--- src/rtl/ibex_cap_lsu_pkg.sv ---
// rtl/ibex_cap_lsu_pkg.sv - capability LSU types, sizes and beat pack/unpack helpers
// A capability is moved as CAP_BEATS little-endian 32-bit words, the top word zero-padded.
package ibex_cap_lsu_pkg;

  localparam int unsigned CAP_SIZE  = 93;
  localparam int unsigned CAP_BEATS = 3;
  localparam int unsigned CAP_PAD_W = 32 * CAP_BEATS;

  typedef enum logic [2:0] {
    IDLE,
    REQ,
    WAIT,
    DONE,
    ERR
  } cap_lsu_state_e;

  function automatic logic [31:0] cap_to_word(input logic [CAP_SIZE-1:0] cap,
                                              input logic [1:0]          beat);
    logic [CAP_PAD_W-1:0] padded;
    padded = {{(CAP_PAD_W - CAP_SIZE){1'b0}}, cap};
    case (beat)
      2'd0:    return padded[31:0];
      2'd1:    return padded[63:32];
      default: return padded[95:64];
    endcase
  endfunction

  // Bits above CAP_SIZE in the last word are dropped on reassembly.
  function automatic logic [CAP_SIZE-1:0] word_to_cap(input logic [CAP_PAD_W-1:0] words);
    return words[CAP_SIZE-1:0];
  endfunction

endpackage

--- src/rtl/ibex_cap_lsu.sv ---
// rtl/ibex_cap_lsu.sv - capability load/store sequencer moving a capability as 3 bus word beats
// Optional CAP_LSU_PIPELINE_EN: up to two outstanding beats with in-order responses.
module ibex_cap_lsu
  import ibex_cap_lsu_pkg::*;
#(
  parameter int unsigned CAP_W       = CAP_SIZE,
  parameter bit          ALIGN_CHECK = 1'b1
) (
  input  logic             clk_i,
  input  logic             rst_ni,
  input  logic             cap_req_i,
  input  logic             cap_we_i,
  input  logic [31:0]      cap_addr_i,
  input  logic [CAP_W-1:0] cap_wdata_i,
  output logic             busy_o,
  output logic             cap_valid_o,
  output logic [CAP_W-1:0] cap_rdata_o,
  output logic             cap_err_o,
  output logic             cap_misalign_o,
  output logic             data_req_o,
  input  logic             data_gnt_i,
  input  logic             data_rvalid_i,
  input  logic             data_err_i,
  output logic [31:0]      data_addr_o,
  output logic             data_we_o,
  output logic [3:0]       data_be_o,
  output logic [31:0]      data_wdata_o,
  input  logic [31:0]      data_rdata_i
);

  cap_lsu_state_e   state_q;
  logic [1:0]       beat_q;
  logic             we_q;
  logic [31:0]      addr_q;
  logic [CAP_W-1:0] wdata_q;
  logic [31:0]      slot_q [CAP_BEATS];
  logic             req_q;
  logic             valid_q;
  logic             err_q;
  logic             misalign_q;
  logic             misaligned;

  assign misaligned = ALIGN_CHECK && (cap_addr_i[3:0] != 4'h0);

`ifdef CAP_LSU_PIPELINE_EN
  logic [1:0] rsp_q;
  logic [1:0] out_q;
  logic       drain_q;
  logic       gnt_fire;
  logic [1:0] beat_nxt;
  logic [1:0] out_nxt;
  logic       drain_nxt;
  logic       hold_req;
  logic       issue_ok;
  logic       req_nxt;
  logic       finish;

  assign gnt_fire  = req_q & data_gnt_i;
  assign beat_nxt  = beat_q + {1'b0, gnt_fire};
  assign out_nxt   = out_q + {1'b0, gnt_fire} - {1'b0, data_rvalid_i};
  assign drain_nxt = drain_q | (data_rvalid_i & data_err_i);
  // An ungranted request is never retracted, even once an error has been seen.
  assign hold_req  = req_q & ~data_gnt_i;
  assign issue_ok  = ~drain_nxt && (beat_nxt != 2'd3) && (out_nxt != 2'd2);
  assign req_nxt   = hold_req | issue_ok;
  assign finish    = ~hold_req && (out_nxt == 2'd0) && (drain_nxt || (beat_nxt == 2'd3));
`endif

  always_ff @(posedge clk_i or negedge rst_ni) begin
    if (!rst_ni) begin
      state_q    <= IDLE;
      beat_q     <= 2'd0;
      we_q       <= 1'b0;
      addr_q     <= 32'h0;
      wdata_q    <= '0;
      req_q      <= 1'b0;
      valid_q    <= 1'b0;
      err_q      <= 1'b0;
      misalign_q <= 1'b0;
      for (int i = 0; i < CAP_BEATS; i++) slot_q[i] <= 32'h0;
`ifdef CAP_LSU_PIPELINE_EN
      rsp_q      <= 2'd0;
      out_q      <= 2'd0;
      drain_q    <= 1'b0;
`endif
    end else begin
      valid_q    <= 1'b0;
      err_q      <= 1'b0;
      misalign_q <= 1'b0;
      unique case (state_q)
        IDLE: begin
          if (cap_req_i) begin
            addr_q  <= cap_addr_i;
            we_q    <= cap_we_i;
            wdata_q <= cap_wdata_i;
            beat_q  <= 2'd0;
`ifdef CAP_LSU_PIPELINE_EN
            rsp_q   <= 2'd0;
            out_q   <= 2'd0;
            drain_q <= 1'b0;
`endif
            if (misaligned) begin
              state_q    <= ERR;
              valid_q    <= 1'b1;
              err_q      <= 1'b1;
              misalign_q <= 1'b1;
            end else begin
              state_q <= REQ;
              req_q   <= 1'b1;
            end
          end
        end
`ifdef CAP_LSU_PIPELINE_EN
        REQ, WAIT: begin
          if (data_rvalid_i) begin
            if (!we_q) slot_q[rsp_q] <= data_rdata_i;
            rsp_q <= rsp_q + 2'd1;
          end
          beat_q  <= beat_nxt;
          out_q   <= out_nxt;
          drain_q <= drain_nxt;
          req_q   <= req_nxt & ~finish;
          if (finish) begin
            state_q <= drain_nxt ? ERR : DONE;
            valid_q <= 1'b1;
            err_q   <= drain_nxt;
          end else begin
            state_q <= req_nxt ? REQ : WAIT;
          end
        end
`else
        REQ: begin
          if (data_gnt_i) begin
            req_q   <= 1'b0;
            state_q <= WAIT;
          end
        end
        WAIT: begin
          if (data_rvalid_i) begin
            if (!we_q) slot_q[beat_q] <= data_rdata_i;
            if (data_err_i) begin
              state_q <= ERR;
              valid_q <= 1'b1;
              err_q   <= 1'b1;
            end else if (beat_q == 2'd2) begin
              state_q <= DONE;
              valid_q <= 1'b1;
            end else begin
              beat_q  <= beat_q + 2'd1;
              req_q   <= 1'b1;
              state_q <= REQ;
            end
          end
        end
`endif
        DONE, ERR: state_q <= IDLE;
        default:   state_q <= IDLE;
      endcase
    end
  end

  assign busy_o         = (state_q != IDLE);
  assign cap_valid_o    = valid_q;
  assign cap_err_o      = err_q;
  assign cap_misalign_o = misalign_q;
  assign cap_rdata_o    = (valid_q && !err_q && !we_q) ?
                          word_to_cap({slot_q[2], slot_q[1], slot_q[0]}) : '0;

  assign data_req_o   = req_q;
  assign data_we_o    = req_q & we_q;
  assign data_be_o    = {4{req_q}};
  assign data_addr_o  = req_q ? (addr_q + {28'h0, beat_q, 2'b00}) : 32'h0;
  assign data_wdata_o = (req_q && we_q) ? cap_to_word(wdata_q, beat_q) : 32'h0;

`ifndef CAP_LSU_PIPELINE_EN
  a_rvalid_not_idle_req: assert property (@(posedge clk_i) disable iff (!rst_ni)
    data_rvalid_i |-> !(state_q inside {IDLE, REQ}));
`else
  a_rvalid_outstanding: assert property (@(posedge clk_i) disable iff (!rst_ni)
    data_rvalid_i |-> (out_q != 2'd0) || gnt_fire);
`endif
  a_req_stable: assert property (@(posedge clk_i) disable iff (!rst_ni)
    (data_req_o && !data_gnt_i) |=> data_req_o && $stable(data_addr_o) &&
                                    $stable(data_we_o) && $stable(data_wdata_o));

endmodule

--- config.mk ---
export PLATFORM = sky130hd
export DESIGN_NAME = ibex_cap_lsu
export DESIGN_NICKNAME = d
export VERILOG_FILES = /design/src/rtl/ibex_cap_lsu_pkg.sv /design/src/rtl/ibex_cap_lsu.sv
export SDC_FILE = /design/constraint.sdc
export NUM_CORES = 1
export LEC_CHECK = 0
export BUFFER_PORTS_ARGS = -buffer_cell sky130_fd_sc_hd__buf_2
export CORE_ASPECT_RATIO = 0.5
export CORE_MARGIN = 1
export CORE_UTILIZATION = 52
export DETAILED_ROUTE_END_ITERATION = 10
export PLACE_DENSITY = 0.84
export REMOVE_ABC_BUFFERS = 1
export SLEW_MARGIN = 30
export SYNTH_ARGS = -nofsm -noshare
export SYNTH_HDL_FRONTEND = slang
export SYNTH_SLANG_ARGS = --single-unit
--- constraint.sdc ---
create_clock -name clk_i -period 2.85 [get_ports clk_i]
set_input_delay 0.4275 -clock clk_i [delete_from_list [all_inputs] [get_ports clk_i]]
set_output_delay 0.4275 -clock clk_i [all_outputs]
set_load 0.01 [all_outputs]
==> impl_metrics.toml, run 1 <==
[timing]
fin_crit_ps = 2950
worst_pin_slew_ps = 540
rsz0062_at_grt = "yes"
hold_viol = 0
period_share_pct = 104
skew_ps = 8.83
postLayoutSetupSlackWorst_ps = -104
slew-limit-headroom_pct = 63.7
setup_violations = 5
clock.fmax_ghz = 0.338
finalSetupTns_ps = -349
drv_slew = 0
hold_ws_ps = 139

[place]
gp_congestion = 0.824
hpwl_um = 18500
io_buffers = 330

[synth]
synth.top_cell.area_share_pct = 53.6
synth.area.top_cells = "dfrtp_1 54%, mux2_2 22%, and2_1 5.7%"
syn-cell-area_um2 = 10600
synthFlopType = "dfrtp_1"
yosysWarnings = 0
seq_area_frac_synth_pct = 53.6
syn_area_per_cell_um2 = 12.3
yosys.cell_types.count = 43
async_flop_share_pct = 100
synth-edff-count = 0
synth_top_cell_by_area = "dfrtp_1"
synth-seq-cells = 228
synth_cells = 867

[routing]
viasPerCell = 5.55
antenna_left = 0
drt_wl_total_um = 27500
drc = 0
drtIter0Drc = 384
drt_first_pass_iters = 5
vias = 8217
routedWlPerCell_um = 18.6

[cts]
clkSinkCount = 228
numCtsBuffers = 22
cts_tree = "built"
clk_pin_slew_ps = 70
cts-root-buf = "clkbuf_16"
cts_buffer_depth = 3
clk_latency_ps = 510
cts_htree_levels = 1

[setup_path]
worstPathRequired_ps = 2420
reg2reg_depth = 4
arrival_ps = 2530
r2r_end = "wdata_q[9]"
worst_r2r_startpoint = "state_q[0]"
critPathCaptureType = "output port"
worstSetupPathType = "reg -> out"
cp-start-kind = "flip-flop"
worstPathMaxFanout = 6
reg2reg_slack_ps = 760

[floorplanning]
core_um2 = 19700
floorplan.io_pins = 331
num_rows = 36
die_w_um = 204
dieArea_um2 = 21100
chipHeight_um = 103
initial_utilization_pct = 53.9

[hold_path]
min_path_type = "in -> reg"
min-delay-start = "cap_wdata_i[50]"
worstHoldPathCells = 2
holdPathEnd = "wdata_q[50]"

[finish]
nets = 1367
mostFrequentLayoutCell = "buf_2"
layout_common_cells = "329 x buf_2, 226 x dfrtp_1, 210 x mux2_2, 97 x and2_1, 49 x nand2_1"
multi_input_area_um2 = 4770
syn2layout_area_growth_pct = 27.2
drive_above_1_share_pct = 52.6
regArea_um2 = 5710
nFillCells = 1437

[power_and_ir_drop]
seqPwrFrac_pct = 47.3
p_clk_share_pct = 32.0
pwr_density_cell_nw_per_um2 = 630
leakagePower_nw = 6.73
p_total_w = 0.00853
ir_worst_vdd_mv = 0.477
netSwitchingFraction_pct = 28.7
power.internal_w = 0.00608
comb_power_share_pct = 20.7
p_sw_w = 0.00245

[flow_run]
maxCapViolCount = 0

[global_route]
overflow = 0
grt_max_degree = 63
grt_first_pass_wirelength_um = 41200
grt_pass1_vias = 8107
antenna_found_initial = 5
grt_use_total_pct = 24.7

[status]
violations = "setup timing"
status = "finished with violations"
==> Yosys cell counts (2+ instances only) <==
cell	number
a22oi_1	33
nand2_1	50
o32a_1	2
and4_1	5
clkbuf_1	29
o31ai_1	8
nor2_1	22
ha_1	5
a21oi_1	41
nor3_1	4
buf_2	19
nand3_1	11
o21ai_0	9
nand2b_1	3
buf_4	5
xnor2_1	7
nand4_4	2
nor2b_1	2
and2_1	97
a31oi_1	2
and3_1	2
mux2i_1	6
o22ai_1	3
buf_1	6
xor2_1	6
mux2_1	8
or4_1	8
dfrtp_1	228
nand4_1	8
nor4_1	5
inv_1	8
or3_1	3
mux2_2	210
==> routing by layer <==
metal | part of all wire (%) | track usage, % | vias to the layer above | wire length, um
met5 | 0.029 | 0 | - | 8
met4 | 3.6 | 9.64 | 2 | 982
met3 | 5.4 | 5.44 | 79 | 1480
met2 | 51 | 43.4 | 290 | 13900
met1 | 40 | 30.2 | 4117 | 11100
li1 | - | - | 3729 | -
==> power groups by stage <==
stage,registers (W),clock network [W],logic (W)
4_1_cts,0.00401,0.00279,0.00174
3_3_place_gp,0.00402,0,0.00165
6_report,0.00403,0.00273,0.00176
5_1_grt,0.00408,0.00292,0.00192
3_5_place_dp,0.00406,0,0.00171
2_1_floorplan,0.00398,0,0.00104
==> kinds of logic (layout without fill, tap and decap cells) <==
| logic type | count (synthesis) | after routing | share of synthesized area [%] |
|---|---|---|---|
| AOI/OAI and AO/OA | 100 | 100 | 5.89 |
| xor gates and xnor gates | 13 | 13 | 1.07 |
| adders and majority gates | 6 | 6 | 0.776 |
| buffers and inverters | 69 | 412 | 2.90 |
| DFF | 228 | 228 | 53.6 |
| muxes | 224 | 224 | 23.6 |
| other | 0 | 4 | 0 |
| and+or+nand+nor | 227 | 228 | 12.1 |
==> stage by stage <==
stage / cell area (um^2) / utilization (%) / worst slack, ps / instances
final: 13500 / 68.6 / -104 / 1481
after global routing: 13500 / 68.6 / -187 / 1480
after CTS: 13400 / 68.0 / -127 / 1471
after detailed placement: 12600 / 63.9 / 211 / 1423
after global placement: 12600 / 63.9 / 333 / 1423
after floorplan: 10400 / - / -1580 / 807
==> registers in the layout, summed over array words and instances, names as in the netlist <==
register / count
slot_q: 93
wdata_q: 93
addr_q: 32
state_q: 3
beat_q: 2
cap_err_o: 1
cap_misalign_o: 1
cap_valid_o: 1
data_req_o: 1
we_q: 1
==> critical path, stage by stage (launching register included) <==
cell	delay [ps]
dfrtp_2	430
ha_4	280
a21oi_4	60
or3_4	420
buf_6	140
or4_4	410
a21oi_1	130
buf_2	150
==> final cells by class <==
cell class	count	area share, %
sequential	228	42.2
timing repair buffer	365	14.9
clock inverter	5	0.203
inverter	9	0.250
antenna	4	0.0740
clock buffer	33	4.68
tap	266	2.46
multi-input combinational	571	35.2
==> what timing repair did <==
action,CTS,global route
gates resized for setup,17,17
hold buffers,1,0
gates cloned,0,1
setup endpoints to repair,19,23
pin swaps,10,13
buffers inserted,9,5
hold endpoints to repair,57,0
==> worst max-delay path by stage <==
stage                                 end  startpoint  slack (ps)  depth (start not counted)
final                     data_addr_o[25]   beat_q[1]        -100                          7
after global routing      data_addr_o[29]   beat_q[1]        -190                          7
after CTS                 data_addr_o[25]   beat_q[1]        -130                          7
after detailed placement  data_addr_o[31]   beat_q[1]         210                          6
after global placement    data_addr_o[26]   beat_q[0]         330                          7
after floorplan            cap_rdata_o[0]   cap_err_o       -1580                          2
Note: power is estimated with default switching activity, not from simulation.
==> run 2: changes to the inputs <==
CORE_MARGIN = not set   (was 1)
SKIP_LAST_GASP = 1   (was not set)
==> run 2 against run 1 <==
Against the previous run:
- the run still ends with setup timing left
- sequential share of layout area up 0.070 points
- flip-flop and latch count unchanged
- worst setup slack worse by 13 ps
- clock skew about the same
- total power about the same
- register-to-register slack about the same
- die area unchanged
- clock-buffer cell count unchanged
- maximum frequency down 0.43%
- combinational power about the same
- worst hold slack better by 1.3 ps
- critical path type unchanged
- largest power group unchanged
==> impl_metrics.toml, run 2 (same netlist as run 1, synthesis figures left out) <==
[finish]
drive_above_1_share_pct = 52.4
layout_common_cells = "329 x buf_2, 226 x dfrtp_1, 210 x mux2_2, 97 x and2_1, 49 x nand2_1"
nets = 1366
nFillCells = 1444
mostFrequentLayoutCell = "buf_2"
utilization_pct = 68.5
stdcell_area_um2 = 13500
reg_top3 = "slot_q (93), wdata_q (93), addr_q (32)"
syn2layout_area_growth_pct = 27.0

[routing]
antenna_left = 0
drtIter0Drc = 352
viasPerCell = 5.54
drt_first_pass_iters = 7
drt_wl_total_um = 27400
routedWlPerCell_um = 18.5
vias = 8202
drc = 0

[global_route]
grt_pass1_vias = 8095
grt_use_total_pct = 24.7
antenna_found_initial = 5
overflow = 0
grt_max_degree = 63
grt_first_pass_wirelength_um = 41200

[floorplanning]
dieArea_um2 = 21100
initial_utilization_pct = 53.9
chipHeight_um = 103
floorplan.io_pins = 331
die_w_um = 204
core_um2 = 19700
num_rows = 36

[cts]
clk_pin_slew_ps = 70
clkSinkCount = 228
cts_tree = "built"
cts-root-buf = "clkbuf_16"
numCtsBuffers = 22
clk_latency_ps = 500
cts_htree_levels = 1
cts_buffer_depth = 3

[power_and_ir_drop]
p_clk_share_pct = 32.1
pwr_density_cell_nw_per_um2 = 631
p_sw_w = 0.00244
comb_power_share_pct = 20.6
netSwitchingFraction_pct = 28.7
leakagePower_nw = 6.72
seqPwrFrac_pct = 47.3
power.internal_w = 0.00608
ir_worst_vdd_mv = 0.477

[timing]
drv_slew = 0
finalSetupTns_ps = -446
rsz0062_at_grt = "yes"
skew_ps = 8.34
fin_crit_ps = 2970
hold_viol = 0
slew-limit-headroom_pct = 63.5
setup_violations = 8
period_share_pct = 104
worst_pin_slew_ps = 547
clock.fmax_ghz = 0.337
postLayoutSetupSlackWorst_ps = -117

[status]
status = "finished with violations"
violations = "setup timing"

[setup_path]
critPathCaptureType = "output port"
worstSetupPathType = "reg -> out"
arrival_ps = 2540
cp-start-kind = "flip-flop"
worstPathMaxFanout = 6
worstPathRequired_ps = 2420

[place]
place_area_um2 = 12600
gp_congestion = 0.824
io_buffers = 330
hpwl_um = 18500
dp_slack_ps = 211

[hold_path]
min_path_type = "in -> reg"

[flow_run]
maxCapViolCount = 0
[run 2: changes by cell type in the layout (fill, tap and decap cells not counted), sizes merged]
cell and delta:
buf -1
[run 2: cell type report]
| type | instances | area [um^2] | area share [%] |
|---|---|---|---|
| Multi-Input combinational cell | 571 | 4750 | 35.2 |
| Timing Repair Buffer | 364 | 2010 | 14.9 |
| Antenna cell | 4 | 10.0 | 0.0741 |
| Inverter | 9 | 33.8 | 0.250 |
| Sequential cell | 228 | 5710 | 42.3 |
| Tap cell | 266 | 333 | 2.46 |
| Clock buffer | 33 | 633 | 4.69 |
| Clock inverter | 5 | 27.5 | 0.204 |
[run 2: routing by layer]
metal | GRT usage, % | up-vias | wire length [um]
met1 | 30.2 | 4099 | 11000
met2 | 43.4 | 283 | 13800
met3 | 5.44 | 88 | 1520
met5 | 0 | - | 8
li1 | - | 3730 | -
met4 | 9.64 | 2 | 983
[run 2: final timing paths]
check                                startpoint               to  slack, ps  cells after the start
worst max-delay path                  beat_q[1]  data_addr_o[25]       -120                      7
worst min-delay path            cap_wdata_i[50]      wdata_q[50]        140                      2
worst max register to register       state_q[0]       wdata_q[9]        760                      4
worst min register to register      wdata_q[45]      wdata_q[45]        490                      1
max in group asynchronous                rst_ni       slot_q[38]       1640                      3
min in group asynchronous                rst_ni      wdata_q[10]        480                      2
[run 2: what timing repair did]
item	in CTS	in global routing
endpoints found under the setup margin	19	36
endpoints found under the hold margin	57	0
pin swaps	10	11
cloned	0	1
setup buffers	9	4
resized for setup	15	15
hold buffers	1	0
[run 2: worst max-delay path: stages (launching register included)]
cell	delay, ps
dfrtp_2	430
ha_4	280
a21oi_4	60
or3_4	420
buf_6	140
or4_1	400
a21oi_1	150
buf_2	160
[run 2: power by group through the flow]
stage | logic, W | registers [W] | clock network [W]
after CTS | 0.00174 | 0.00401 | 0.00279
after global placement | 0.00165 | 0.00402 | 0
after detailed placement | 0.00171 | 0.00406 | 0
after global routing | 0.00191 | 0.00408 | 0.00292
after floorplan | 0.00104 | 0.00398 | 0
final | 0.00175 | 0.00403 | 0.00273
[run 2: through the flow]
step / total power [W] / hold WS [ps] / instances
final: 0.00852 / 140 / 1480
after floorplan: 0.00502 / 132 / 807
after CTS: 0.00854 / 121 / 1471
after global routing: 0.00891 / 132 / 1479
after global placement: 0.00568 / 402 / 1423
after detailed placement: 0.00578 / 407 / 1423
